<file path="src/rtl/data_distributor.sv">
`default_nettype none
// ============================================================================
// data_distributor : registered 1-to-4 distributor with valid/ready channels
// Optional feature: define DISTRIB_CNT_EN to add the CNT accepted-word counter
// Revision: 1.0
// ============================================================================
module data_distributor #(
  parameter int W = 2
) (
  input  logic         CLK,
  input  logic         RST_N,
  input  logic         EN,
  input  logic         AUTO,
  input  logic [1:0]   S,
  input  logic [W-1:0] DIN,
  input  logic         DIN_VLD,
  output logic         DIN_RDY,
  output logic [W-1:0] YA,
  output logic [W-1:0] YB,
  output logic [W-1:0] YC,
  output logic [W-1:0] YD,
  output logic [3:0]   VLD,
  input  logic [3:0]   RDY,
  output logic [1:0]   PTR,
`ifdef DISTRIB_CNT_EN
  output logic [15:0]  CNT,
`endif
  output logic         FRM
);

  logic [3:0][W-1:0] y_q, y_d;
  logic [3:0]        vld_q, vld_d;
  logic [1:0]        ptr_q, ptr_d;
  logic              frm_q, frm_d;
  logic [1:0]        tgt;
  logic              accept;
`ifdef DISTRIB_CNT_EN
  logic [15:0]       cnt_q, cnt_d;
`endif

  always_comb begin
    tgt     = AUTO ? ptr_q : S;
    // A full target is writable only when it is being drained this cycle
    DIN_RDY = !EN && (!vld_q[tgt] || RDY[tgt]);
    accept  = DIN_VLD && DIN_RDY;
    y_d     = y_q;
    vld_d   = vld_q & ~RDY;
    ptr_d   = ptr_q;
    frm_d   = 1'b0;
    if (accept) begin
      y_d[tgt]   = DIN;
      vld_d[tgt] = 1'b1;
      if (AUTO) begin
        ptr_d = ptr_q + 2'd1;
        frm_d = (ptr_q == 2'd3);
      end
    end
`ifdef DISTRIB_CNT_EN
    cnt_d = cnt_q + {15'd0, accept};
`endif
  end

  always_ff @(posedge CLK or negedge RST_N) begin
    if (!RST_N) begin
      y_q   <= '0;
      vld_q <= '0;
      ptr_q <= '0;
      frm_q <= 1'b0;
`ifdef DISTRIB_CNT_EN
      cnt_q <= '0;
`endif
    end else begin
      y_q   <= y_d;
      vld_q <= vld_d;
      ptr_q <= ptr_d;
      frm_q <= frm_d;
`ifdef DISTRIB_CNT_EN
      cnt_q <= cnt_d;
`endif
    end
  end

  assign YA  = y_q[0];
  assign YB  = y_q[1];
  assign YC  = y_q[2];
  assign YD  = y_q[3];
  assign VLD = vld_q;
  assign PTR = ptr_q;
  assign FRM = frm_q;
`ifdef DISTRIB_CNT_EN
  assign CNT = cnt_q;
`endif

endmodule
`default_nettype wire

</file>
<file path="config.mk">
export PLATFORM = sky130hd
export DESIGN_NAME = data_distributor
export DESIGN_NICKNAME = d
export VERILOG_FILES = /design/src/rtl/data_distributor.sv
export SDC_FILE = /design/constraint.sdc
export NUM_CORES = 1
export LEC_CHECK = 0
export CAP_MARGIN = 20
export CORE_MARGIN = 2
export CORE_UTILIZATION = 40
export CTS_CLUSTER_DIAMETER = 80
export DETAILED_ROUTE_END_ITERATION = 6
export PLACE_DENSITY_LB_ADDON = 0.05
export SYNTH_ARGS = -nofsm -noshare
export SYNTH_HDL_FRONTEND = slang
export SYNTH_SLANG_ARGS = --single-unit
</file>
<file path="constraint.sdc">
create_clock -name CLK -period 2 [get_ports CLK]
set_clock_uncertainty 0.1 [all_clocks]
set_input_delay 0.4 -clock CLK [delete_from_list [all_inputs] [get_ports CLK]]
set_output_delay 0.4 -clock CLK [all_outputs]
set_load 0.02 [all_outputs]
</file>
---- After elaboration in Yosys (flattened, before gate mapping) ----
Cells that the tools add are included.
cells by class
  add/subtract/negate cells ............... 1
  $mul .................................... 0
  divide/modulo/power cells ............... 0
  $lt $le $gt $ge ......................... 2
  equal/unequal tests ..................... 1
  shifts and indexed selects .............. 0
  mux-type cells .......................... 13
  bitwise operators ....................... 3
  reduce and logical (&&, ||, !) cells .... 7
operators with widths
  cell                                                                number
  bitwise mux 8 bit                                                   1
  2-to-1 mux 1 bit                                                    5
  AND 4 bit                                                           1
  binary-select mux 1 bit (select 2 bit)                              2
  demux 2 bit (select 2 bit)                                          1
  2-to-1 mux 2 bit                                                    2
  2-to-1 mux 4 bit                                                    1
  inverter 4 bit                                                      1
  OR 4 bit                                                            1
  logical AND 1 bit                                                   3
  less-than comparator 2 x 3 -> 1 bit (second input constant)         1
  adder 2 x 1 -> 2 bit (second input constant)                        1
  demux 1 bit (select 2 bit)                                          1
  == test 2 bit (second input constant)                               1
  greater-or-equal comparator 2 x 1 -> 1 bit (second input constant)  1
  zero test 1 bit                                                     2
  AND reduction 2 bit                                                 1
  logical OR 1 bit                                                    1
word-level totals
  register bits after elaboration ......... 15
  bits in latches ......................... 0
  bits in writable memories ............... 0
  ROM bits ................................ 0
  bits of input ports ..................... 13
  output and inout bits ................... 16
  word-level logic and storage cells ...... 34
  memories kept ........................... 0

---- Longest topological paths before layout ----
  word-level depth ........................ 8
  mapped depth ............................ 4
  gate-level depth less buffers ........... 4

---- Worst setup path before layout ----
Ideal clock, no wire load.
  path type ............................... register to output
  start point ............................. reg ptr_q[0], in the netlist PTR[0]
  end point ............................... out DIN_RDY
  arrival ................................. 1.445 ns
  data required time ...................... 1.500 ns
  slack ................................... 0.055 ns
  cell stages (with the launch flop) ...... 5
  path buffers ............................ 0
  path through ............................ dfrtp_1 > mux2_4 > mux2i_1 > nand2b_1 > a21oi_1
between the ends
  cells in the longest elaborated chain, start to end .. 6
  elaborated cells on any way between the ends .. 8
  those cells by class .................... 5 x mux; 3 x reduce/logical
RTL lines
  what                                    RTL line  text
  start: declaration                      33        logic [1:0] ptr_q, ptr_d;
  start signal: assignment                75        ptr_q <= ptr_d;
  2-to-1 mux 2 bit (*)                    42        tgt = AUTO ? ptr_q : S;
  binary-select mux 1 bit (select 2 bit)  44        DIN_RDY = !EN && (!vld_q[tgt] || RDY[tgt]);
  2-to-1 mux 1 bit (implied by the code)  44
  zero test 1 bit                         44
  logical OR 1 bit (*)                    44
  logical AND 1 bit (*)                   44
  end: declaration                        17        output logic DIN_RDY,
Mark *: on every way between the ends. The rest lies on a longest branch, timed or not. The select of a mux whose other input is x is not followed.

---- Worst setup path after layout ----
Same ends and word-level chain as after synthesis.

==> summary.md <==
| Metric | Value |
|---|---|
| Status | `finished, violations left` |
| Failing checks | `negative setup slack` |
| Pre-CTS WS | `-0.7979 ns` |
| Max stage delay on crit path | `0.39 ns` |
| Diodes inserted | `0` |
| Fin worst setup slack | `-0.06575 ns` |
| Nets | `118` |
| Worst VDD drop | `0.7374 mV` |
| Clock Sink Count | `15` |
| Area Growth Syn to Fin | `63.30%` |
| Critical-path maximum fanout | `3` |
| Final setup vio count | `1` |
| Crit path capture type | `output port` |
| Initial Util | `42.12%` |
| Crit path buf inv count | `1` |
| Num ports | `29` |
| Min cycle time layout | `2.066 ns` |
| CORE AREA | `0.001708 mm²` |
| Number of buffers created by CTS | `3` |
| Slew @ Worst Pin | `0.2242 ns` |
| Max Cap Violations | `0` |
| Primary FF master, synth | `dfrtp_1` |
| Share of cells above drive strength 1 | `35.92%` |
| Wire per inst | `12.38 µm` |
| Iteration-0 DRC Markers | `5` |
| Delay-heaviest family, CP | `multiplexers` |
| Async SR Flop Fraction | `100.0%` |
| Synth cell count leaders | `15 x dfrtp_1, 8 x mux2_2, 7 x nand2_1, 6 x nand2b_1` |
| Max-slew violations | `0` |
| Slowest cell on crit path | `dfrtp_1` |
| Seq cells post-synth | `15` |
| Worst EP arrival | `1.57 ns` |
| Global-route wire length before repair | `2.449 mm` |
| Row cnt | `15` |
| CP startpoint kind | `flip-flop` |
| Share of the synthesized area in the top cell type | `52.17%` |
| Post-route cell area | `0.001175 mm²` |
| Drt drc | `0` |
| Syn Std Cell Area | `719.4 µm²` |
| Cell mode on critical path | `mux2_4` |
| Clock Path Buffers | `2` |
| H-tree depth | `1` |
| Clock Pin Slew Worst Setup and Hold Paths | `0.09 ns` |
| Leakage | `0.5377 nW` |
| Routed WL | `1.584 mm` |
| Slew margin rel. | `85.01%` |
| Root buffer cell | `clkbuf_4` |
| PwrDens | `1180 mW/mm²` |
| Largest net degree at the start of global routing | `16` |
| Syn_nets | `72` |
| CTS tree | `done` |
| Chip height | `46.41 µm` |
| CP Cell Sequence | `mux2_4 -> mux2_4 -> nand2b_4 -> a21oi_2 -> buf_4` |
| Most frequent cell after synthesis | `dfrtp_1` |
| Register area share after synthesis | `52.17%` |
| DIE AREA | `0.002154 mm²` |
| Total gr overflow | `0` |
| Vias in the first global route | `612` |
| Initial antenna violation count | `0` |
| DP HPWL | `1.205 mm` |
| Overall Global Routing Usage | `16.29%` |
| DRT Pass-1 Iters | `4` |
| Ys Warns | `0` |
| Yosys top cell by area | `dfrtp_1` |
| Width of the die | `46.41 µm` |
| Type of the worst setup path | `flip-flop to output port` |
| Netlist cell types | `19` |
| Area contributors post-synth | `dfrtp_1 52%, mux2_2 13%, mux2_4 6.3%` |
| Mapped Cells | `58` |
| Clk_lat worst skew | `0.28 ns` |
| CP required | `1.50 ns` |
| Fin. Hold Viols | `0` |
| Via count | `620` |
| Fin crit share | `103.3%` |
| Number of synthesized flops with an enable pin | `0` |
| Port Buffers | `28` |
| RSZ-0062 raised after global routing | `yes` |
| GPL Wtd Cong | `0.8074` |
| Cell Area, Placed | `0.001114 mm²` |
| Avg Inst Size Synth | `12.40 µm²` |
| Detailed-route vias per instance | `4.844` |
| Hold Path Class | `input port to async pin` |
| Peak Freq | `484.1 MHz` |
| Antenna viol nets, final | `0` |
power breakdown:
| part | switching (W) | leakage [nW] | internal [W] |
|---|---|---|---|
| logic | 0.000337 | 0.333 | 0.000412 |
| clock network | 0.0000980 | 0.0177 | 0.0000743 |
| registers | 0.0000509 | 0.187 | 0.000414 |
| total | 0.000486 | 0.538 | 0.000900 |
routing by layer:
| layer | track usage [%] | share of wire [%] | vias up |
|---|---|---|---|
| li1 | - | - | 297 |
| met1 | 19.11 | 43 | 300 |
| met2 | 28.33 | 49 | 21 |
| met3 | 3.529 | 6.0 | 2 |
| met4 | 6.857 | 0.88 | 0 |
| met5 | 0 | 0 | - |
area by class of cell:
| type | count | area [µm²] |
|---|---|---|
| Tap cell | 25 | 31.28 |
| Sequential cell | 15 | 375.4 |
| Fill cell | 136 | 533.0 |
| Clock buffer | 3 | 22.52 |
| Inverter | 1 | 3.754 |
| Timing Repair Buffer | 41 | 374.1 |
| Multi-Input combinational cell | 42 | 362.8 |
| Clock inverter | 1 | 5.005 |
final timing paths:
path                                    startpoint                 end  slack, ns  cells past startpoint
worst max-delay path            PTR[0]$_DFFE_PN0P_             DIN_RDY      -0.07                      5
worst min-delay path                         RST_N  PTR[0]$_DFFE_PN0P_       0.32                      2
worst max register to register  PTR[0]$_DFFE_PN0P_   YC[0]$_DFFE_PN0P_       0.30                      5
worst min register to register   YB[1]$_DFFE_PN0P_   YB[1]$_DFFE_PN0P_       0.41                      1
max in group asynchronous                    RST_N  PTR[1]$_DFFE_PN0P_       1.30                      2
min in group CLK                 YB[1]$_DFFE_PN0P_   YB[1]$_DFFE_PN0P_       0.41                      1
worst register-to-register path: stages, from the launching register on:
cell     delay [ns]
dfrtp_1        0.39
mux2_4         0.29
buf_4          0.16
nor2b_2        0.11
and3_2         0.21
mux2_2         0.33
kinds of logic (layout without fill, tap and decap cells):
| group | Yosys count | count (layout) | share of synthesized area, % |
|---|---|---|---|
| mux | 14 | 14 | 22.96 |
| compound gates | 7 | 7 | 5.739 |
| flops | 15 | 15 | 52.17 |
| simple gates | 20 | 20 | 16.87 |
| fa+ha+maj | 1 | 1 | 1.739 |
| buf+inv | 1 | 46 | 0.5212 |
metrics by stage:
stage / instances / hold WS (ns) / utilization [%] / total power, W / TNS, ns
final: 128 / 0.3208 / 68.79 / 0.001386 / -0.06575
after global routing: 128 / 0.3288 / 68.79 / 0.001471 / -0.1145
after CTS: 127 / 0.3314 / 67.03 / 0.001367 / -0.09423
after detailed placement: 122 / 0.3942 / 65.20 / 0.001180 / -2.824
after global placement: 122 / 0.3892 / 65.20 / 0.001172 / -2.717
after floorplan: 58 / 0.004409 / - / 0.0008208 / 0
sequential cells by signal, indices dropped and copies added, names as in the netlist:
name / flops
YC: 2
VLD: 4
YB: 2
FRM: 1
YA: 2
PTR: 2
YD: 2
timing repair:
| action | 4_1_cts | 5_1_grt |
|---|---|---|
| hold buffers | 0 | 0 |
| cloned | 0 | 0 |
| gates resized for setup | 8 | 4 |
| endpoints found under the setup margin | 1 | 1 |
| setup buffers | 1 | 1 |
| pin swaps | 1 | 1 |
placed cells by master, fill, tap and decap left out:
| cell type | netlist | layout |
|---|---|---|
| nand2_1 | 7 | 7 |
| mux2i_1 | 3 | 2 |
| and2_2 | 1 | 1 |
| a32oi_1 | 1 | 1 |
| buf_4 | 0 | 14 |
| and3_2 | 1 | 1 |
| ha_1 | 1 | 1 |
| nand2b_4 | 0 | 2 |
| o31ai_1 | 1 | 1 |
| nand3b_1 | 1 | 1 |
| mux2i_2 | 0 | 1 |
| and4_2 | 1 | 1 |
| clkdlybuf4s15_1 | 0 | 1 |
| o21ai_0 | 3 | 3 |
| mux2_2 | 8 | 8 |
| clkbuf_4 | 0 | 3 |
| dlygate4sd2_1 | 0 | 1 |
| nand2b_1 | 6 | 4 |
| nand4b_1 | 1 | 1 |
| a21oi_1 | 2 | 1 |
| a21oi_2 | 0 | 1 |
| dfrtp_1 | 15 | 15 |
| clkdlybuf4s50_1 | 0 | 25 |
| inv_1 | 1 | 1 |
| mux2_4 | 3 | 3 |
| clkinv_2 | 0 | 1 |
| nor2b_2 | 1 | 1 |
| and2b_1 | 1 | 1 |
(Power assumes the default switching activity.)
